==> config.mk <==
export PLATFORM = sky130hd
export DESIGN_NAME = fetch_queue_flat
export DESIGN_NICKNAME = d
export VERILOG_FILES = /design/src/rtl/fetch_queue_if.sv /design/src/rtl/fetch_queue.sv /design/src/flat_wrapper.sv
export SDC_FILE = /design/constraint.sdc
export NUM_CORES = 1
export LEC_CHECK = 0
export CELL_PAD_IN_SITES_DETAIL_PLACEMENT = 1
export CELL_PAD_IN_SITES_GLOBAL_PLACEMENT = 2
export CORE_ASPECT_RATIO = 1.25
export CORE_MARGIN = 2
export CORE_UTILIZATION = 31
export CTS_CLUSTER_DIAMETER = 40
export DETAILED_ROUTE_END_ITERATION = 12
export PLACE_DENSITY = 0.88
export SKIP_LAST_GASP = 1
export SLEW_MARGIN = 20
export SYNTH_ARGS = -nofsm -noshare
export SYNTH_HDL_FRONTEND = slang
export SYNTH_SLANG_ARGS = --single-unit
==> constraint.sdc <==
create_clock -name clk -period 3.06 [get_ports clk]
set_clock_uncertainty 0.1 [all_clocks]
set_input_delay 0.612 -clock clk [delete_from_list [all_inputs] [get_ports clk]]
set_output_delay 0.612 -clock clk [all_outputs]
set_load 0.01 [all_outputs]
==> src/rtl/fetch_queue_if.sv <==
// rtl/fetch_queue_if.sv - instruction memory fetch port shared by fetch_queue and the memory side
interface fetch_queue_if;
    logic        imem_req;
    logic [31:0] imem_addr;
    logic        imem_gnt;
    logic        imem_rvalid;
    logic [31:0] imem_rdata;

    modport master (
        output imem_req,
        output imem_addr,
        input  imem_gnt,
        input  imem_rvalid,
        input  imem_rdata
    );

    modport slave (
        input  imem_req,
        input  imem_addr,
        output imem_gnt,
        output imem_rvalid,
        output imem_rdata
    );
endinterface

==> src/rtl/fetch_queue.sv <==
// rtl/fetch_queue.sv - instruction fetch front end: PC, credit-limited fetch issue, response FIFO
module fetch_queue #(
    parameter logic [31:0] RESET_PC = 32'h0000_0000,
    parameter int unsigned DEPTH    = 2
) (
    input  logic                 clk,
    input  logic                 rstn,
    fetch_queue_if.master        imem,
    input  logic                 redirect,
    input  logic [31:0]          redirect_pc,
    input  logic                 stall,
    output logic                 valid,
    output logic [31:0]          instr,
    output logic [31:0]          pc,
    output logic [31:0]          pc_plus4
);
    localparam int unsigned CW      = $clog2(DEPTH + 1);
    localparam int unsigned PW      = $clog2(DEPTH);
    localparam logic [CW:0] DEPTH_W = (CW + 1)'(DEPTH);
    localparam logic [31:0] NOP     = 32'h0000_0013;

    logic [31:0]   fetch_pc_q, fetch_pc_d;
    logic [CW-1:0] out_q, out_d;
    logic [CW-1:0] drop_q, drop_d;
    logic [CW-1:0] cnt_q, cnt_d;
    logic [31:0]   buf_instr_q [DEPTH];
    logic [31:0]   buf_instr_d [DEPTH];
    logic [31:0]   buf_pc_q [DEPTH];
    logic [31:0]   buf_pc_d [DEPTH];
    logic [PW-1:0] rd_q, rd_d, wr_q, wr_d;
    logic [31:0]   ipc_q [DEPTH];
    logic [31:0]   ipc_d [DEPTH];
    logic [PW-1:0] ird_q, ird_d, iwr_q, iwr_d;

    logic rv_eff;
    logic pop;
    logic push;
    logic grant;
    logic dropping;
    logic credit;

    function automatic logic [PW-1:0] ptr_inc(input logic [PW-1:0] p);
        return (p == PW'(DEPTH - 1)) ? '0 : p + PW'(1);
    endfunction

    // Handshake decode; responses with nothing outstanding are stale and ignored
    always_comb begin
        valid          = (cnt_q != '0);
        rv_eff         = imem.imem_rvalid && (out_q != '0);
        pop            = valid && !stall && !redirect;
        credit         = (({1'b0, out_q} + {1'b0, cnt_q}) - {{CW{1'b0}}, pop}) < DEPTH_W;
        imem.imem_req  = rstn && credit && !redirect;
        imem.imem_addr = fetch_pc_q;
        grant          = imem.imem_req && imem.imem_gnt;
        dropping       = rv_eff && (drop_q != '0);
        push           = rv_eff && !dropping && !redirect;
    end

    // Decode-facing outputs come straight from the FIFO head registers
    always_comb begin
        instr    = valid ? buf_instr_q[rd_q] : NOP;
        pc       = valid ? buf_pc_q[rd_q] : 32'h0;
        pc_plus4 = valid ? (buf_pc_q[rd_q] + 32'd4) : 32'h0;
    end

    // Next-state: redirect wins and turns every in-flight response into a drop
    always_comb begin
        fetch_pc_d  = fetch_pc_q;
        drop_d      = drop_q;
        cnt_d       = cnt_q;
        buf_instr_d = buf_instr_q;
        buf_pc_d    = buf_pc_q;
        rd_d        = rd_q;
        wr_d        = wr_q;
        ipc_d       = ipc_q;
        ird_d       = ird_q;
        iwr_d       = iwr_q;
        out_d       = (out_q + CW'(grant)) - CW'(rv_eff);
        if (redirect) begin
            fetch_pc_d = {redirect_pc[31:2], 2'b00};
            drop_d     = out_q - CW'(rv_eff);
            cnt_d      = '0;
            rd_d       = '0;
            wr_d       = '0;
            ird_d      = '0;
            iwr_d      = '0;
        end else begin
            if (grant) begin
                fetch_pc_d   = fetch_pc_q + 32'd4;
                ipc_d[iwr_q] = fetch_pc_q;
                iwr_d        = ptr_inc(iwr_q);
            end
            if (dropping) begin
                drop_d = drop_q - CW'(1);
            end
            if (push) begin
                buf_instr_d[wr_q] = imem.imem_rdata;
                buf_pc_d[wr_q]    = ipc_q[ird_q];
                wr_d              = ptr_inc(wr_q);
                ird_d             = ptr_inc(ird_q);
            end
            if (pop) begin
                rd_d = ptr_inc(rd_q);
            end
            cnt_d = (cnt_q + CW'(push)) - CW'(pop);
        end
    end

    // State registers with asynchronous clear
    always_ff @(posedge clk or negedge rstn) begin
        if (!rstn) begin
            fetch_pc_q <= RESET_PC;
            out_q      <= '0;
            drop_q     <= '0;
            cnt_q      <= '0;
            rd_q       <= '0;
            wr_q       <= '0;
            ird_q      <= '0;
            iwr_q      <= '0;
            for (int i = 0; i < int'(DEPTH); i++) begin
                buf_instr_q[i] <= NOP;
                buf_pc_q[i]    <= 32'h0;
                ipc_q[i]       <= 32'h0;
            end
        end else begin
            fetch_pc_q  <= fetch_pc_d;
            out_q       <= out_d;
            drop_q      <= drop_d;
            cnt_q       <= cnt_d;
            rd_q        <= rd_d;
            wr_q        <= wr_d;
            ird_q       <= ird_d;
            iwr_q       <= iwr_d;
            buf_instr_q <= buf_instr_d;
            buf_pc_q    <= buf_pc_d;
            ipc_q       <= ipc_d;
        end
    end

    // Credit accounting must never let a response land in a full FIFO
    assert property (@(posedge clk) disable iff (!rstn)
        !(push && (cnt_q == CW'(DEPTH))));

endmodule

==> src/flat_wrapper.sv <==
// flat-port wrapper written by rule: the top's interface ports become plain ports
module fetch_queue_flat 
#(
    parameter logic [31:0] RESET_PC = 32'h0000_0000,
    parameter int unsigned DEPTH    = 2
)
  (clk, rstn, redirect, redirect_pc, stall, valid, instr, pc, pc_plus4, imem_imem_req, imem_imem_addr, imem_imem_gnt, imem_imem_rvalid, imem_imem_rdata);
  fetch_queue_if imem_i ();
  input  logic clk;
  input  logic rstn;
  input  logic redirect;
  input  logic [31:0] redirect_pc;
  input  logic stall;
  output logic valid;
  output logic [31:0] instr;
  output logic [31:0] pc;
  output logic [31:0] pc_plus4;
  output wire logic [$bits(imem_i.imem_req)-1:0] imem_imem_req;
  output wire logic [$bits(imem_i.imem_addr)-1:0] imem_imem_addr;
  input wire logic [$bits(imem_i.imem_gnt)-1:0] imem_imem_gnt;
  input wire logic [$bits(imem_i.imem_rvalid)-1:0] imem_imem_rvalid;
  input wire logic [$bits(imem_i.imem_rdata)-1:0] imem_imem_rdata;
  assign imem_imem_req = imem_i.imem_req;
  assign imem_imem_addr = imem_i.imem_addr;
  assign imem_i.imem_gnt = imem_imem_gnt;
  assign imem_i.imem_rvalid = imem_imem_rvalid;
  assign imem_i.imem_rdata = imem_imem_rdata;
  fetch_queue #(.RESET_PC(RESET_PC), .DEPTH(DEPTH)) u_core (.clk(clk), .rstn(rstn), .imem(imem_i), .redirect(redirect), .redirect_pc(redirect_pc), .stall(stall), .valid(valid), .instr(instr), .pc(pc), .pc_plus4(pc_plus4));
endmodule
* After elaboration in Yosys (flattened, before gate mapping)
Index checks and enable logic that the tools add are counted. Widths: inputs -> output; s select.
Cells by class: add/subtract/negate cells 14, $lt $le $gt $ge 7, mux-type cells 36, bitwise gates (word level) 5, reductions and logical operators 23
Operators by type and width (count):
- $mux 32 | 16
- $bwmux 64 | 3
- $add 32x3->32 const B | 2
- $demux 32 s1 | 2
- $reduce_bool 2->1 | 7
- $mux 1 | 12
- $logic_and 1x1->1 | 11
- $ge 2x2->1 const B | 4
- $not 1->2 | 4
- $mux 2 | 3
- $sub 2x1->2 | 3
- $add 1x1->1 const B | 4
- $add 2x1->2 | 2
- $lt 2x1->1 const B | 2
- $reduce_and 2->1 | 2
- $add 2x2->3 | 1
- $logic_not 1->1 | 3
- $lt 3x2->1 const B | 1
- $sub 3x1->3 | 1
- $sub 2x1->2 const B | 1
- $not 1->1 | 1
Word-level totals: flip-flop bits (word level) 234, output and inout bits 130, word-level logic and storage cells 99

* Depth between registers and ports, before layout
depth after elaboration 10, gate-level depth with buffers 13, depth with buffers taken out 11

* Least setup slack after synthesis
OpenSTA, ideal clock, no wires.
path type input-to-reg, start point input port redirect, end point register u_core.ipc_q[34] in the netlist's numbering, arrival time 3210 ps, data required time 2835 ps, setup slack -375 ps, stages on the path 10, buffers on the path 3, cell sequence buf_2 > nor4_1 > o21ai_0 > fa_1 > xnor2_1 > or4b_1 > buf_2 > nor2_2 > buf_2 > mux2_2
On the way: longest elaborated chain between the ends 8, elaborated cells on any way between the ends 9
RTL lines:
- start, declared | line flat_wrapper.sv:11 | input logic redirect;
- $logic_not 1->1 | line fetch_queue.sv:50, fetch_queue.sv:52
- $logic_and 1x1->1 | line fetch_queue.sv:50 | pop = valid && !stall && !redirect;
- $sub 3x1->3 | line fetch_queue.sv:51 | credit = (({1'b0, out_q} + {1'b0, cnt_q}) - {{CW{1'b0}}, pop}) < DEPTH_W;
- $lt 3x2->1 | line fetch_queue.sv:51
- $logic_and 1x1->1 (2 in series) | line fetch_queue.sv:52 | imem.imem_req = rstn && credit && !redirect;
- $logic_and 1x1->1 | line fetch_queue.sv:54 | grant = imem.imem_req && imem.imem_gnt;
- $reduce_and 2->1 (no source line) (*)
- end signal, assigned | line fetch_queue.sv:136 | ipc_q <= ipc_d;
- end, declared | line fetch_queue.sv:31 | logic [31:0] ipc_q [DEPTH];
Every way passes the cells marked *; elsewhere a longest branch is shown, timed or not. A chain may end at the register's enable or synchronous reset.

* Final worst setup path
start point register u_core.rd_q, end point output port pc_plus4[31]
On the way: longest elaborated chain between the ends 6
RTL lines:
- start, declared | line fetch_queue.sv:30 | logic [PW-1:0] rd_q, rd_d, wr_q, wr_d;
- start signal, assigned | line fetch_queue.sv:130 | rd_q <= rd_d;
- $not 1->2 (not written as such) | line fetch_queue.sv:63 | pc_plus4 = valid ? (buf_pc_q[rd_q] + 32'd4) : 32'h0;
- $mux 32 (not written as such) (3 in series) | line fetch_queue.sv:63
- $add 32x3->32 | line fetch_queue.sv:63
- $mux 32 | line fetch_queue.sv:63
- end, declared | line flat_wrapper.sv:17 | output logic [31:0] pc_plus4;
No other way between the ends. The select of a mux whose other input is x is not followed.

==> impl_metrics.env <==
export IMPL_vias=9680
export IMPL_cp_max_fo=6
export IMPL_grt_max_degree=156
export IMPL_nNetsFinal=1470
export IMPL_grt_first_pass_wirelength_mm=56.9
export IMPL_drtIter0Drc=423
export IMPL_cp_end_kind="output pin"
export IMPL_area_growth_syn_to_layout_pct=44.2
export IMPL_dpl_hpwl_mm=24.4
export IMPL_avgSynthCellArea_sq_um=10.3
export IMPL_min_path_type="in -> async"
export IMPL_drc_errors=0
export IMPL_clk_pin_slew_ns=0.06
export IMPL_dr_pass1_iters=5
export IMPL_synth_warnings=0
export IMPL_intPower_w=0.00950
export IMPL_violations="negative setup slack"
export IMPL_slew_headroom_pct=41.7
export IMPL_setup_ws_ns=-0.318
export IMPL_cp_start_kind="register"
export IMPL_drive_above_1_share_pct=30.2
export IMPL_synth_async_reset_ratio_pct=100
export IMPL_grt_pass1_vias=10400
export IMPL_switchingPower_w=0.00517
export IMPL_required_ns=2.35
export IMPL_antenna_found_initial=0
export IMPL_criticalPathCategory="reg -> out"
export IMPL_fillers=3944
export IMPL_swShare_pct=35.2
export IMPL_status="complete, but fails checks"
export IMPL_antenna_left=0
export IMPL_synthDominantCellAreaShare_pct=47.6
export IMPL_r2r_setup_slack_ns=-0.09
export IMPL_finalPower_w=0.0147
export IMPL_routedWlPerCell_um=19.0
export IMPL_worst_slew_pin_slew_ns=0.875
export IMPL_gp_congestion=0.792
export IMPL_ys_ff_latch=224
export IMPL_cts_sinks=224
export IMPL_core_area_sq_um=36400
export IMPL_max_cap_violations=0
export IMPL_cts_root_buf="clkbuf_16"
export IMPL_clock_latency_ns=0.51
export IMPL_power_frac_clock_pct=27.2
export IMPL_cts_max_level=2
export IMPL_dp_cells=1810
export IMPL_ys_types=66
export IMPL_slew_viol_final=0
export IMPL_ys_seq_area_share_pct=49.0
export IMPL_wirelength_mm=36.1
export IMPL_gr_total_overflow=0
export IMPL_period_share_pct=110
export IMPL_power_density_nw_per_um2=888
export IMPL_numPortBuffers=191
export IMPL_dpl_instance_area_sq_um=14600
export IMPL_r2r_start="u_core.cnt_q[0]"
export IMPL_p_leak_nw=7.52
export IMPL_grtUsageTotal_pct=18.5
export IMPL_cp_arrival_ns=2.67
export IMPL_fmax_mhz=296
export IMPL_reg2reg_to="u_core.ipc_q[34]"
export IMPL_rsz0062_at_grt="true"
export IMPL_yosys_top_cells_count="218 x dfrtp_1, 153 x nor2_1, 124 x mux2_2"
export IMPL_cts_buffers=35
export IMPL_synthMostInstantiatedCell="dfrtp_1"
export IMPL_synth_edff_count=0
export IMPL_tritoncts="done"
export IMPL_seqPwrFrac_pct=35.3
export IMPL_finalSetupViolCount=57
export IMPL_die_y_um=219
export IMPL_layout_min_cycle_time_ns=3.38
export IMPL_ctsLongestPathBuffers=3
export IMPL_ios=200
export IMPL_p_comb_share_pct=37.5
export IMPL_die_x_um=176
export IMPL_n_antenna_cell=0
export IMPL_synth_area_leaders="dfrtp_1 48%, mux2_2 12%, mux2i_1 7.9%"
export IMPL_synthesis_area_sq_um=11500
export IMPL_design_area_sq_um=16500
export IMPL_synth_cells=1107
export IMPL_cts_hold_buf=0
export IMPL_synthFlopType="dfrtp_1"
export IMPL_initial_core_util_pct=31.5
export IMPL_hold_viol=0
export IMPL_final_cells=1898
export IMPL_rows=78
export IMPL_die_area_sq_um=38500
export IMPL_yosysTopAreaCell="dfrtp_1"
export IMPL_r2r_cells=10
export IMPL_routed_via_density=5.10
export IMPL_ir_drop_uv=354
export IMPL_dpl_worst_slack_ns=-0.840
-- state kept, by name (all words and copies together), names as in the netlist --
register	flops
u_core.buf_instr_q	64
u_core.buf_pc_q	60
u_core.cnt_q	2
u_core.drop_q	2
u_core.imem.imem_addr	30
u_core.ipc_q	60
u_core.ird_q	1
u_core.iwr_q	1
u_core.out_q	2
u_core.rd_q	1
u_core.wr_q	1
-- cell families after synthesis --
| kind of cell | share of synthesized area, % |
|---|---|
| and+or+nand+nor | 15.1 |
| xor gates and xnor gates | 1.83 |
| DFF | 49.0 |
| muxes | 20.1 |
| adders and majority gates | 1.05 |
| other | 0.0327 |
| buffers and inverters | 3.86 |
| AOI/OAI and AO/OA | 9.13 |
-- power groups by stage --
| stage | Combinational [W] | Clock [W] | Sequential, W |
|---|---|---|---|
| 3_5_place_dp | 0.00499 | 0 | 0.00513 |
| 6_report | 0.00550 | 0.00398 | 0.00518 |
| 3_3_place_gp | 0.00481 | 0 | 0.00501 |
| 5_1_grt | 0.00603 | 0.00422 | 0.00535 |
| 2_1_floorplan | 0.00304 | 0 | 0.00485 |
| 4_1_cts | 0.00527 | 0.00408 | 0.00513 |
-- worst max-delay path, cell delays in order, from the launching register on --
cell      delay [ns]
dfrtp_4         0.53
buf_6           0.14
nand4b_1        0.18
a222oi_1        0.34
buf_4           0.21
nand3_4         0.11
nor4_4          0.19
mux2_4          0.33
buf_6           0.12
-- per-stage QoR --
stage / utilization (%) / setup TNS (ns) / hold slack, ns
floorplan: - / -2.80 / 0.216
global placement: 40.1 / -63.82 / 0.365
detailed placement: 40.1 / -70.79 / 0.369
CTS: 44.1 / -6.92 / 0.223
global route: 45.4 / -14.25 / 0.255
finish: 45.4 / -6.36 / 0.171
-- cells in the final DEF, fill, tap and decap left out, types with 6 or more instances in the layout --
cell / netlist / routed
inv_8: 0 / 6
mux2_4: 0 / 31
mux2i_2: 0 / 10
nand4_1: 25 / 25
mux2_2: 124 / 93
inv_6: 0 / 8
clkbuf_16: 0 / 37
xnor2_1: 15 / 13
o21ai_0: 44 / 28
nand3_1: 39 / 35
nor2b_1: 9 / 8
xor2_1: 9 / 9
nand4b_1: 7 / 7
buf_6: 2 / 14
clkdlybuf4s50_1: 0 / 120
nand3b_1: 6 / 6
buf_4: 12 / 102
mux2i_4: 0 / 10
dlymetal6s2s_1: 0 / 27
dfrtp_1: 218 / 217
ha_1: 8 / 7
inv_1: 16 / 14
buf_2: 28 / 19
o21ai_1: 0 / 10
buf_12: 0 / 8
mux2i_1: 90 / 70
dfstp_2: 6 / 6
conb_1: 1 / 6
o211ai_1: 8 / 8
nand2_1: 89 / 87
a21oi_1: 72 / 69
dlygate4sd2_1: 0 / 15
nor2_1: 153 / 150
-- repair_timing --
item | in CTS | in global routing
setup buffers | 12 | 10
pin swaps | 9 | 19
cloned | 1 | 2
resized for setup | 192 | 101
endpoints found under the hold margin | 0 | 0
setup endpoints to repair | 185 | 95
-- area by class of cell --
cell class | count | area [sq um] | area share, %
Timing Repair Buffer | 316 | 3040 | 18.4
Sequential cell | 224 | 5620 | 34.0
Clock buffer | 40 | 925 | 5.60
Multi-Input combinational cell | 797 | 6010 | 36.4
Tap cell | 480 | 601 | 3.64
Inverter | 17 | 71.3 | 0.432
Clock inverter | 24 | 253 | 1.53
-- how the worst max path moves through the flow --
stage / from / endpoint / cells after the start
6_report: u_core.rd_q / pc_plus4[31] / 8
5_1_grt: u_core.rd_q / pc_plus4[31] / 8
4_1_cts: u_core.rd_q / pc_plus4[31] / 9
3_5_place_dp: stall / u_core.imem.imem_addr[27] / 9
3_3_place_gp: stall / u_core.imem.imem_addr[27] / 9
2_1_floorplan: redirect / u_core.imem.imem_addr[31] / 11
-- per-layer routing --
layer	wire length [um]	up-vias	GRT usage [%]
met5	0	-	0
met4	1020	0	6.20
met3	1590	68	2.86
met2	18000	250	32.4
met1	15500	4861	23.3
li1	-	4501	-
Power figures use the tool's default switching activity.
